## src/rtl/uart_rx.sv

```systemverilog
// 8N1 UART receiver: 2-flop input synchronizer, mid-bit sampling from an internal
// baud counter, one-cycle done / framing-error strobes.
module uart_rx #(
   parameter int clk_freq  = 1000000,
   parameter int baud_rate = 9600
) (
   input  logic       clk,
   input  logic       rst,
   input  logic       rx,
   output logic [7:0] rx_data,
   output logic       donerx,
   output logic       frame_err,
   output logic       busy
);

   localparam int BIT   = clk_freq / baud_rate;
   localparam int HALF  = BIT / 2;
   localparam int CNT_W = $clog2(BIT + 1);

   localparam logic [CNT_W-1:0] BIT_LAST  = CNT_W'(BIT - 1);
   localparam logic [CNT_W-1:0] HALF_LAST = CNT_W'(HALF - 1);

   localparam logic [2:0] S_IDLE  = 3'd0;
   localparam logic [2:0] S_START = 3'd1;
   localparam logic [2:0] S_DATA  = 3'd2;
   localparam logic [2:0] S_STOP  = 3'd3;
   localparam logic [2:0] S_BREAK = 3'd4;

   logic             sync1_q, sync1_d;
   logic             sync2_q, sync2_d;
   logic [2:0]       state_q, state_d;
   logic [CNT_W-1:0] cnt_q, cnt_d;
   logic [2:0]       idx_q, idx_d;
   logic [7:0]       shift_q, shift_d;
   logic [7:0]       rx_data_q, rx_data_d;
   logic             donerx_q, donerx_d;
   logic             frame_err_q, frame_err_d;
   logic             rx_s;

   assign rx_s = sync2_q;

   always_comb begin
      sync1_d     = rx;
      sync2_d     = sync1_q;
      state_d     = state_q;
      cnt_d       = cnt_q;
      idx_d       = idx_q;
      shift_d     = shift_q;
      rx_data_d   = rx_data_q;
      donerx_d    = 1'b0;
      frame_err_d = 1'b0;
      case (state_q)
         S_IDLE: begin
            cnt_d = '0;
            idx_d = 3'd0;
            if (!rx_s) state_d = S_START;
         end
         S_START: begin
            // A start bit that is no longer low at mid-bit is a glitch, not a frame.
            if (cnt_q == HALF_LAST) begin
               cnt_d   = '0;
               state_d = rx_s ? S_IDLE : S_DATA;
            end else begin
               cnt_d = cnt_q + CNT_W'(1);
            end
         end
         S_DATA: begin
            if (cnt_q == BIT_LAST) begin
               cnt_d          = '0;
               shift_d[idx_q] = rx_s;
               idx_d          = idx_q + 3'd1;
               if (idx_q == 3'd7) state_d = S_STOP;
            end else begin
               cnt_d = cnt_q + CNT_W'(1);
            end
         end
         S_STOP: begin
            // Leaving at mid-stop-bit leaves half a bit to catch a back-to-back start edge.
            if (cnt_q == BIT_LAST) begin
               cnt_d = '0;
               if (rx_s) begin
                  rx_data_d = shift_q;
                  donerx_d  = 1'b1;
                  state_d   = S_IDLE;
               end else begin
                  frame_err_d = 1'b1;
                  state_d     = S_BREAK;
               end
            end else begin
               cnt_d = cnt_q + CNT_W'(1);
            end
         end
         S_BREAK: begin
            if (rx_s) state_d = S_IDLE;
         end
         default: state_d = S_IDLE;
      endcase
   end

   always_ff @(posedge clk) begin
      if (rst) begin
         sync1_q     <= 1'b1;
         sync2_q     <= 1'b1;
         state_q     <= S_IDLE;
         cnt_q       <= '0;
         idx_q       <= 3'd0;
         shift_q     <= 8'h00;
         rx_data_q   <= 8'h00;
         donerx_q    <= 1'b0;
         frame_err_q <= 1'b0;
      end else begin
         sync1_q     <= sync1_d;
         sync2_q     <= sync2_d;
         state_q     <= state_d;
         cnt_q       <= cnt_d;
         idx_q       <= idx_d;
         shift_q     <= shift_d;
         rx_data_q   <= rx_data_d;
         donerx_q    <= donerx_d;
         frame_err_q <= frame_err_d;
      end
   end

   assign rx_data   = rx_data_q;
   assign donerx    = donerx_q;
   assign frame_err = frame_err_q;
   assign busy      = (state_q != S_IDLE);

endmodule

```

## config.mk

```make
export PLATFORM = sky130hd
export DESIGN_NAME = uart_rx
export DESIGN_NICKNAME = d
export VERILOG_FILES = /design/src/rtl/uart_rx.sv
export SDC_FILE = /design/constraint.sdc
export NUM_CORES = 1
export LEC_CHECK = 0
export BUFFER_PORTS_ARGS = -buffer_cell sky130_fd_sc_hd__buf_2
export CAP_MARGIN = 10
export CORE_MARGIN = 2
export CORE_UTILIZATION = 30
export DETAILED_ROUTE_END_ITERATION = 16
export MAX_ROUTING_LAYER = met4
export SETUP_SLACK_MARGIN = 0.5
export SLEW_MARGIN = 20
export SYNTH_ARGS = -nofsm -noshare
export SYNTH_HDL_FRONTEND = slang
export SYNTH_SLANG_ARGS = --single-unit
```

## constraint.sdc

```tcl
create_clock -name clk -period 1.6 [get_ports clk]
set_input_delay 0.16 -clock clk [delete_from_list [all_inputs] [get_ports clk]]
set_output_delay 0.16 -clock clk [all_outputs]
set_load 0.02 [all_outputs]
```

* Word-level counts from Yosys, hierarchy flattened
Index checks and enable logic that the tools add are counted.
** Cells by class
- Add/sub/neg operators :: 2
- $lt $le $gt $ge :: 2
- Eq/ne operators :: 13
- Mux-type cells :: 19
- Bitwise gates (word level) :: 2
- Reductions and logical operators :: 11
** Operators with widths (number)
- two-way mux 3 bit :: 8
- case mux 7 bit (3 select lines) :: 1
- case mux 3 bit (5 select lines) :: 1
- two-way mux 7 bit :: 2
- != test 2 bit (second input constant) :: 6
- bitwise mux 8 bit :: 1
- adder 7 x 1 -> 7 bit (second input constant) :: 1
- equality test 7 x 6 -> 1 bit (second input constant) :: 1
- equality test 7 bit (second input constant) :: 1
- equality test 3 x 2 -> 1 bit (second input constant) :: 2
- equality test 3 bit (second input constant) :: 2
- case mux 3 bit (2 select lines) :: 1
- AND reduction 6 bit :: 1
- nonzero test 3 bit :: 2
- less-than comparator 3 x 4 -> 1 bit (second input constant) :: 1
- AND reduction 2 bit :: 2
- adder 3 x 1 -> 3 bit (second input constant) :: 1
- demux 1 bit (select 3 bit) :: 1
- equality test 3 x 1 -> 1 bit (second input constant) :: 1
- >= comparator 3 x 1 -> 1 bit (second input constant) :: 1
- zero test 3 bit :: 1
- two-way mux 1 bit :: 3
- AND reduction 3 bit :: 1
- OR reduction 3 bit :: 1
- other kinds (5) :: 6
** Storage, ports and cells
- Register bits :: 33
- Bits of input ports :: 3
- Output and inout port bits :: 11
- Logic and storage cells :: 58

* Depth between registers and ports, before layout
- Word-level depth :: 5
- Gate-level depth with buffers :: 6
- Gate-level depth less buffers :: 5

* Worst setup path after synthesis
No wires, ideal clock.
- Kind :: reg-to-reg
- From :: reg cnt_q[0]
- To :: reg rx_data_q[0] (netlist: rx_data[0])
- Library setup time :: 0.128 ns
- Data arrival time :: 1.453 ns
- Required time :: 1.472 ns
- Path slack :: 0.020 ns
- Cell stages (with the launch flop) :: 7
- Period minus slack after synthesis :: 1.580 ns
- Path through :: dfxtp_1 > ha_1 > nand3b_4 > nor4_4 > buf_6 > mux2i_1 > nor2_1
** On the way
- Longest elaborated chain between the ends :: 2
** Ends and longest elaborated chain
- start: declaration :: RTL line 32 : logic [CNT_W-1:0] cnt_q, cnt_d;
- start signal: assignment :: RTL line 115 : cnt_q <= cnt_d;
- equality test 7 bit :: RTL line 79 : if (cnt_q == BIT_LAST) begin
- AND reduction 3 bit (no source line)
- end signal: assignment :: RTL line 118 : rx_data_q <= rx_data_d;
- end: declaration :: RTL line 35 : logic [7:0] rx_data_q, rx_data_d;
Every way passes these cells.
A chain may end at the register's enable or synchronous reset.

* Worst setup path in the final report
- From :: reg cnt_q[1]
- To :: reg cnt_q[1]
** On the way
- Longest elaborated chain between the ends :: 3
** Ends and longest elaborated chain
- adder 7 x 1 -> 7 bit, or another cell as far along :: RTL line 64, 74, 90
- two-way mux 7 bit (on tied branches) :: RTL line 68, 79, 60
- case mux 7 bit (3 select lines) (*) :: RTL line 52 : case (state_q)
Mark *: on every way between the ends. The rest lies on a longest branch, timed or not.

==> summary.md <==
| Metric | Value |
|---|---|
| Status | complete, no violations |
| Commonest non-fill, non-tap cells in the layout | buf_4, dfxtp_1, nand2_1, mux2i_1, nor2_1 |
| Die area | 5855 um^2 |
| Mapped cell area | 1578 um^2 |
| Asr flop ratio synth | 0% |
| Gate count after technology mapping | 167 |
| Register area | 680.7 um^2 |
| Gpl congestion | 0.7692 |
| First-pass GRT wire length | 6437 um |
| Vias per cell | 4.820 |
| Syn Nets | 173 |
| EDFF count, synth | 0 |
| Largest net degree at the start of global routing | 14 |
| Post-DP HPWL | 2418 um |
| Total grt overflow | 0 |
| Period utilisation layout | 90.46% |
| Final hold slack | 0.05096 ns |
| Clock slew at reported path FFs | 0.07 ns |
| Biggest cell delay along the critical path | 0.36 ns |
| Least-Margin Pin Slew | 0.3461 ns |
| Post-synthesis register bit count | 33 |
| Sinks on Clock Net | 33 |
| Final wirelength | 3857 um |
| Layout Cells excl Fill | 284 |
| Max clock buf depth | 2 |
| Place WS | 0.1235 ns |
| Placed cell count | 253 |
| Ys flop type | dfxtp_1 |
| Core ar. | 5107 um^2 |
| Sum of negative setup slack | 0 ns |
| Multi-input gate area | 938.4 um^2 |
| Ant diodes | 0 |
| Filler cell count | 500 |
| ANT nets after route | 0 |
| Post-synthesis sequential area ratio | 41.87% |
| Hold Buf Count CTS | 0 |
| CTS tree | done |
| Max-Cap Viols | 0 |
| Crit path DAT | 1.62 ns |
| Most common cell after layout, fill and taps aside | buf_4 |
| # setup viols final | 0 |
| Crit path capture type | flop |
| Hold Fails Final Rpt | 0 |
| Vias in the first global route | 1417 |
| H-tree levels | 2 |
| CTS Root Cell | clkbuf_8 |
| GRT Total Usage | 13.91% |
| Worst path required time | 1.77 ns |
| Slew HR | 76.80% |
| Routed WL per cell | 13.58 um |
| Initial Util | 30.89% |
| RSZ-0062 raised after global routing | yes |
| DR DRC count | 0 |
| Router iterations before antenna repair | 4 |
| Clk_skew | 0.004123 ns |
| Synth Warn # | 0 |
| Tmin final | 1.447 ns |
| Area Overhead vs Synth | 40.76% |
| Crit path kind | reg -> reg |
| Total power per unit cell area | 829.0 nW/um^2 |
| Rows | 26 |
| CP Cell Sequence | ha_4, nand3b_4, o21a_4, buf_4, o211ai_1, a21oi_1 |
| WP buf/inv | 1 |
| Final non-filler cell area | 2221 um^2 |
| Final-report max-slew violation count | 0 |
| Port buffer count | 13 |
| CP top delay family | compound AO/OA/AOI/OAI gates |
| Dpl cell area | 1829 um^2 |
| Hold Path Class | in -> reg |
| Num CTS Buffers | 5 |
| Worst vdd ir | 550.3 uV |
| Final Total Pwr | 1.841 mW |
| Setup slack after layout | 0.1526 ns |
| DR iter-0 viols | 49 |
| Clock Latency Late Sink | 0.28 ns |
| FMAX | 0.6909 GHz |
| CP Max Fanout | 11 |
| Fraction of layout cells with a size suffix above 1 | 41.12% |
| Vias | 1369 |
| Post-synth cell types | 38 |
| I/O pins | 14 |
| Fin util | 43.48% |
| Initial antenna violation count | 0 |
| Fin nets | 219 |
| Leak | 0.9895 nW |
| Crit start category | flop |
| Slowest-stage cell, CP | dfxtp_4 |
| DIE HEIGHT | 76.52 um |
| Synth Area per Inst | 9.448 um^2 |
| Die width | 76.52 um |
## final timing paths
check,start,to,slack (ns),cells past startpoint
max,cnt_q[1],cnt_q[1],0.15,6
min,rx,sync1_q,0.05,2
max reg2reg,cnt_q[1],cnt_q[1],0.15,6
min reg2reg,sync1_q,rx_s,0.41,1
## report_power, final
| part | internal (mW) | switching, mW | total [mW] |
|---|---|---|---|
| combinational | 0.0421 | 0.0512 | 0.0934 |
| clock | 0.619 | 0.305 | 0.923 |
| sequential | 0.821 | 0.00401 | 0.825 |
| total | 1.48 | 0.360 | 1.84 |
## synthesized netlist by cell type (all sizes together) (2+ instances only)
cell type  count  area share, %
dfxtp         33             42
mux2i         16             10
nor2          16            3.8
nand2         15            3.6
nand3         12            3.8
o21ai          7            2.2
a21oi          6            1.9
buf            6            2.7
nand3b         6            4.4
inv            5            1.2
nor3           4            2.0
o2111ai        4            2.2
or2            4            1.6
clkbuf         3           0.71
ha             3            2.4
nand4          3            1.2
o211ai         3            1.4
a31oi          2            1.7
and3           2           0.79
and4b          2            1.3
nand4b         2            1.1
xor2           2            1.1
## registers in the layout (all words and copies together), names as in the netlist
signal	flops
donerx	1
frame_err	1
idx_q	3
state_q	3
rx_s	1
cnt_q	7
rx_data	8
sync1_q	1
shift_q	8
## routing by layer
metal / global-route usage [%] / share of wire, % / up-vias
met2: 23.63 / 50 / 18
met4: 3.273 / 0.62 / 0
li1: - / - / 691
met5: - / 0 / -
met1: 16.80 / 46 / 656
met3: 3.199 / 3.1 / 4
## cells by family after synthesis
logic type / after synthesis / share of synthesized area (%)
AND/OR/NAND/NOR: 72 / 27.36
flip-flops: 33 / 41.87
AO/OA/AOI/OAI: 27 / 12.53
multiplexers: 16 / 10.15
buffers and inverters: 14 / 4.600
adder cells (fa/ha/maj): 3 / 2.379
XOR/XNOR: 2 / 1.110
## layout make-up
cell class	instances	share of cell area [%]
inverter	5	0.8451
sequential	33	30.65
clock buffer	5	3.099
multi-input combinational	121	42.25
tap	70	3.944
clock inverter	3	2.930
timing repair buffer	47	16.28
## repair_timing
action | in CTS | in global routing
cloned | 2 | 0
setup endpoints to repair | 32 | 32
pin swaps | 13 | 10
buffers inserted | 16 | 5
resized for setup | 22 | 3
(Power assumes the default switching activity.)
